--- config.mk ---
export PLATFORM = sky130hd
export DESIGN_NAME = reset_sequencer
export DESIGN_NICKNAME = d
export VERILOG_FILES = /design/src/rtl/reset_sequencer.sv
export SDC_FILE = /design/constraint.sdc
export NUM_CORES = 1
export LEC_CHECK = 0
export ABC_AREA = 1
export BUFFER_PORTS_ARGS = -buffer_cell sky130_fd_sc_hd__clkbuf_2
export CAP_MARGIN = 10
export CORE_ASPECT_RATIO = 0.7
export CORE_MARGIN = 10
export CORE_UTILIZATION = 29
export CTS_CLUSTER_SIZE = 28
export DETAILED_ROUTE_END_ITERATION = 7
export SYNTH_ARGS = -nofsm -noshare
export SYNTH_HDL_FRONTEND = slang
export SYNTH_SLANG_ARGS = --single-unit
--- constraint.sdc ---
create_clock -name clk_48mhz -period 1.97 [get_ports clk_48mhz]
set_clock_uncertainty 0.05 [all_clocks]
set_input_delay 0.197 -clock clk_48mhz [delete_from_list [all_inputs] [get_ports clk_48mhz]]
set_output_delay 0.197 -clock clk_48mhz [all_outputs]
set_load 0.03 [all_outputs]
--- src/rtl/reset_sequencer.sv ---
// reset_sequencer
//   Produces the single clean, synchronous, active-high SoC reset. It
//   stretches power-on reset, and it synchronizes and debounces the
//   active-low reset button. While the button is held, and for a fixed hold
//   after it is released, the SoC is kept in reset. A press pulse and a
//   saturating press counter are also provided for LEDs and debug.
//
// Ports
//   clk_48mhz      in   system clock; all logic runs on its rising edge
//   reset          in   synchronous active-high power-on pulse
//   button_n       in   raw asynchronous button; low means pressed
//   soc_reset      out  registered active-high reset to the SoC
//   button_pressed out  one-cycle pulse for each debounced press taken in RUN
//   press_count    out  number of accepted presses, saturating at 255
//   state_dbg      out  current FSM state encoding
module reset_sequencer #(
  parameter int SYNC_STAGES     = 2,
  parameter int DEBOUNCE_CYCLES = 480000,
  parameter int HOLD_CYCLES     = 4800
) (
  input  logic       clk_48mhz,
  input  logic       reset,
  input  logic       button_n,
  output logic       soc_reset,
  output logic       button_pressed,
  output logic [7:0] press_count,
  output logic [1:0] state_dbg
);

  localparam int DB_W   = $clog2(DEBOUNCE_CYCLES + 1);
  localparam int HOLD_W = $clog2(HOLD_CYCLES + 1);
  localparam logic [DB_W-1:0]   DB_LAST   = DB_W'(DEBOUNCE_CYCLES - 1);
  localparam logic [HOLD_W-1:0] HOLD_LAST = HOLD_W'(HOLD_CYCLES - 1);

  typedef enum logic [1:0] {
    POR_HOLD     = 2'd0,
    RUN          = 2'd1,
    BTN_HELD     = 2'd2,
    RELEASE_HOLD = 2'd3
  } state_e;

  logic [SYNC_STAGES-1:0] sync_q, sync_d;
  logic                   stable_q, stable_d;
  logic                   stable_prev_q, stable_prev_d;
  logic [DB_W-1:0]        debounce_cnt_q, debounce_cnt_d;
  logic [HOLD_W-1:0]      hold_cnt_q, hold_cnt_d;
  state_e                 state_q, state_d;
  logic                   soc_reset_q, soc_reset_d;
  logic                   button_pressed_q, button_pressed_d;
  logic [7:0]             press_count_q, press_count_d;

  logic sync_out;
  logic stable_fell;
  logic stable_rose;

  assign sync_out = sync_q[SYNC_STAGES-1];

  // Synchronizer chain plus debounce. The debounced level only flips after
  // DEBOUNCE_CYCLES consecutive synchronized samples disagree with it.
  always_comb begin
    sync_d         = {sync_q[SYNC_STAGES-2:0], button_n};
    stable_d       = stable_q;
    debounce_cnt_d = '0;
    if (sync_out != stable_q) begin
      if (debounce_cnt_q == DB_LAST) begin
        stable_d = sync_out;
      end else begin
        debounce_cnt_d = debounce_cnt_q + 1'b1;
      end
    end
    stable_prev_d = stable_q;
  end

  // Edges come from a delayed copy of the debounced level, so the FSM
  // reacts one cycle after stable changes.
  assign stable_fell = stable_prev_q & ~stable_q;
  assign stable_rose = ~stable_prev_q & stable_q;

  always_comb begin
    state_d          = state_q;
    hold_cnt_d       = hold_cnt_q;
    button_pressed_d = 1'b0;
    press_count_d    = press_count_q;
    case (state_q)
      POR_HOLD: begin
        if (hold_cnt_q == HOLD_LAST) begin
          state_d    = RUN;
          hold_cnt_d = '0;
        end else begin
          hold_cnt_d = hold_cnt_q + 1'b1;
        end
      end
      RUN: begin
        if (stable_fell) begin
          state_d          = BTN_HELD;
          button_pressed_d = 1'b1;
          if (press_count_q != 8'hFF) begin
            press_count_d = press_count_q + 8'd1;
          end
        end
      end
      BTN_HELD: begin
        if (stable_rose) begin
          state_d    = RELEASE_HOLD;
          hold_cnt_d = '0;
        end
      end
      RELEASE_HOLD: begin
        // A new press during the release hold goes straight back to held
        // without counting, since the SoC never left reset.
        if (stable_fell) begin
          state_d    = BTN_HELD;
          hold_cnt_d = '0;
        end else if (hold_cnt_q == HOLD_LAST) begin
          state_d    = RUN;
          hold_cnt_d = '0;
        end else begin
          hold_cnt_d = hold_cnt_q + 1'b1;
        end
      end
      default: begin
        state_d    = POR_HOLD;
        hold_cnt_d = '0;
      end
    endcase
    soc_reset_d = (state_d != RUN);
  end

  always_ff @(posedge clk_48mhz) begin
    if (reset) begin
      sync_q           <= '1;
      stable_q         <= 1'b1;
      stable_prev_q    <= 1'b1;
      debounce_cnt_q   <= '0;
      hold_cnt_q       <= '0;
      state_q          <= POR_HOLD;
      soc_reset_q      <= 1'b1;
      button_pressed_q <= 1'b0;
      press_count_q    <= '0;
    end else begin
      sync_q           <= sync_d;
      stable_q         <= stable_d;
      stable_prev_q    <= stable_prev_d;
      debounce_cnt_q   <= debounce_cnt_d;
      hold_cnt_q       <= hold_cnt_d;
      state_q          <= state_d;
      soc_reset_q      <= soc_reset_d;
      button_pressed_q <= button_pressed_d;
      press_count_q    <= press_count_d;
    end
  end

  assign soc_reset      = soc_reset_q;
  assign button_pressed = button_pressed_q;
  assign press_count    = press_count_q;
  assign state_dbg      = state_q;

endmodule

==> results.json <==
{
  "antenna_found_initial": 0,
  "powerDensity_nw_per_um2": 704,
  "endpoint_kind": "flip-flop",
  "place_congestion": 0.827,
  "slowest_delay_ns": 0.41,
  "routed_wl_mm": 4.85,
  "yosys_warnings": 0,
  "totalNegativeSetupSlack_ns": 0,
  "ioPinCount": 15,
  "grt_pass1_wl_mm": 8.83,
  "placed_cell_area_um2": 2620,
  "hold_violations": 0,
  "hpwlAfterDp_mm": 3.67,
  "cp.arrival_ns": 1.88,
  "critPathKind": "reg2reg",
  "nets": 387,
  "grt.total_usage": 0.0813,
  "ys_ff_latch": 48,
  "cp.buffers_inverters": 2,
  "cts_hold_buf": 0,
  "routedWlPerCell_um": 10.1,
  "rows": 27,
  "timing.final.crit_share": 0.895,
  "fill_cells": 875,
  "clock_sinks": 48,
  "drc": 0,
  "synth.cell_area_um2": 2450,
  "ys_types": 27,
  "maxSlewViolCount": 0,
  "netlist_instances": 360,
  "first_global_vias": 1935,
  "relSlewSlack": 0.733,
  "max-vdd-ir-drop_mv": 0.412,
  "critical_path.max_fanout": 15,
  "crit_top_cell": "nand2_1",
  "area_growth_pct": 13.9,
  "r2r_setup_slack_ns": 0.21,
  "finalNonFillerCells": 479,
  "critPathRequiredTime_ns": 2.09,
  "placedCellCount": 471,
  "cts_tree": "yes",
  "avgSynthCellArea_um2": 6.81,
  "dr_total_vias": 2106,
  "clk_latency_ns": 0.29,
  "die_h_um": 96.9,
  "fin_ws_ns": 0.207,
  "seq_area_frac_synth": 0.392,
  "min_path_type": "in2reg",
  "setup_viol": 0,
  "max_freq_ghz": 0.567,
  "dieArea_um2": 12600,
  "initial_core_util": 0.305,
  "numCtsBuffers": 5,
  "holdWs_ns": 0.0499,
  "cp_top_family": "simple AND/OR/NAND/NOR gates",
  "pre_cts_ws_ns": 0.104,
  "cts_setup_buffers": 0,
  "clk_path_buf_depth": 2,
  "drive_above_1_share": 0.114,
  "drt_iter0_drc": 171,
  "rsz0062_at_grt": "false",
  "fin_crit_ns": 1.76,
  "synth-async-reset-ratio": 0,
  "gr-total-overflow": 0,
  "clkTransAtPathRegs_ns": 0.06,
  "io_buffers": 14,
  "outcome": "finished, final reports clean",
  "drt_first_pass_iters": 4,
  "ant_nets": 0,
  "worst_pin_slew_ns": 0.399,
  "cts-root-buf": "clkbuf_16",
  "crit_slowest_cell": "dfxtp_1",
  "die_w_um": 130,
  "cap_violations": 0,
  "startpoint_type": "flip-flop",
  "cp_cell_sequence": "inv_1, ha_1, inv_1, nand2_1, nand2_4, nand2_1, nand2_1, nor2_1",
  "vias_per_cell": 4.40,
  "n_antenna_cell": 0,
  "finalInstanceArea_um2": 2790,
  "htreeDepth": 2,
  "ys.flop_type": "dfxtp_1",
  "coreArea_um2": 8040,
  "syn_nets": 370,
  "p_leak_nw": 1.12,
  "synth_edf_count": 0,
  "grt_max_degree": 17
}
final cells by class:
cell class	instances	area (µm²)	area share
clock buffers	6	129	0.0462
clock inverters	2	35.0	0.0126
inverters	43	161	0.0578
multi-input cells	264	1300	0.466
flip-flops and latches	48	961	0.344
well taps	101	126	0.0453
repair buffers	15	77.6	0.0278
synthesized netlist by cell type (2+ instances only):
master | count | area share
ha_1 | 7 | 0.036
nor2_4 | 2 | 0.0092
xnor2_1 | 6 | 0.021
buf_4 | 3 | 0.0092
nand2_1 | 90 | 0.14
buf_2 | 2 | 0.0041
nand3_1 | 31 | 0.063
a21oi_1 | 16 | 0.033
o21ai_0 | 7 | 0.014
dfxtp_1 | 48 | 0.39
nor2_2 | 3 | 0.0077
xor2_1 | 8 | 0.029
nand4_1 | 8 | 0.020
nor3_1 | 7 | 0.014
or2_2 | 6 | 0.015
nor2_1 | 62 | 0.095
inv_2 | 4 | 0.0061
inv_1 | 39 | 0.060
nand2_2 | 3 | 0.0077
report_power, final:
| group | switching, mW | total (mW) | internal, mW |
|---|---|---|---|
| Sequential | 0.00616 | 0.984 | 0.978 |
| Combinational | 0.0208 | 0.0322 | 0.0114 |
| Clock | 0.350 | 0.947 | 0.597 |
| Total | 0.377 | 1.96 | 1.59 |
metrics by stage:
step	utilization	power [mW]
2_1_floorplan	-	1.03
3_3_place_gp	0.326	1.04
3_5_place_dp	0.326	1.04
4_1_cts	0.347	2.00
5_1_grt	0.347	2.04
6_report	0.347	1.96
final timing paths:
check,startpoint,endpoint,depth (start not counted)
setup / recovery,state_dbg[1],hold_cnt_q[9],8
hold / removal,button_n,sync_q[0],2
setup reg to reg,state_dbg[1],hold_cnt_q[9],8
hold reg to reg,sync_q[0],sync_q[1],1
per-layer routing:
metal / GRT usage / up-vias / share of wire / routed length, µm
met5: 0 / - / 0 / 0
met4: 0.0154 / 0 / 0.0058 / 28
met3: 0.0316 / 5 / 0.053 / 257
met2: 0.108 / 27 / 0.38 / 1840
met1: 0.119 / 909 / 0.56 / 2720
li1: - / 1165 / - / -
worst register-to-register path: cells and delay by family, from the launching register on:
family | cells | cell delay [ns]
fa+ha+maj | 1 | 0.28
flops | 1 | 0.41
buf+inv | 2 | 0.15
simple gates | 5 | 0.75
repair_timing:
| item | 4_1_cts | 5_1_grt |
|---|---|---|
| gates resized for setup | 0 | 1 |
| hold endpoints to repair | 0 | 0 |
| setup endpoints to repair | 0 | 12 |
state kept, by name, summed over array words and instances, names as in the netlist:
register	count
sync_q	2
stable_prev_d	1
soc_reset	1
stable_prev_q	1
state_dbg	2
debounce_cnt_q	19
button_pressed	1
press_count	8
hold_cnt_q	13
placed cells by master (no fill, tap or decap), types with 2 or more instances in the layout:
master	synthesis	routed
nand2_1	90	90
nor2_1	62	62
dfxtp_1	48	48
inv_1	39	39
nand3_1	31	31
a21oi_1	16	16
clkbuf_2	0	14
nand4_1	8	8
xor2_1	8	8
o21ai_0	7	7
nor3_1	7	7
ha_1	7	7
or2_2	6	6
xnor2_1	6	6
clkbuf_16	0	5
inv_2	4	4
nor2_2	3	3
nand2_2	3	2
nor2_4	2	2
nand2_4	1	2
kinds of logic (layout without fill, tap and decap cells):
kind of cell / Yosys count / count (layout) / share of synthesized area
adder cells (fa/ha/maj): 7 / 7 / 0.0357
AO/OA/AOI/OAI: 26 / 26 / 0.0556
buffers and inverters: 48 / 66 / 0.0791
AND/OR/NAND/NOR: 217 / 217 / 0.387
flip-flops: 48 / 48 / 0.392
XOR/XNOR: 14 / 14 / 0.0500
No activity file was read; power rests on OpenSTA's default activity.
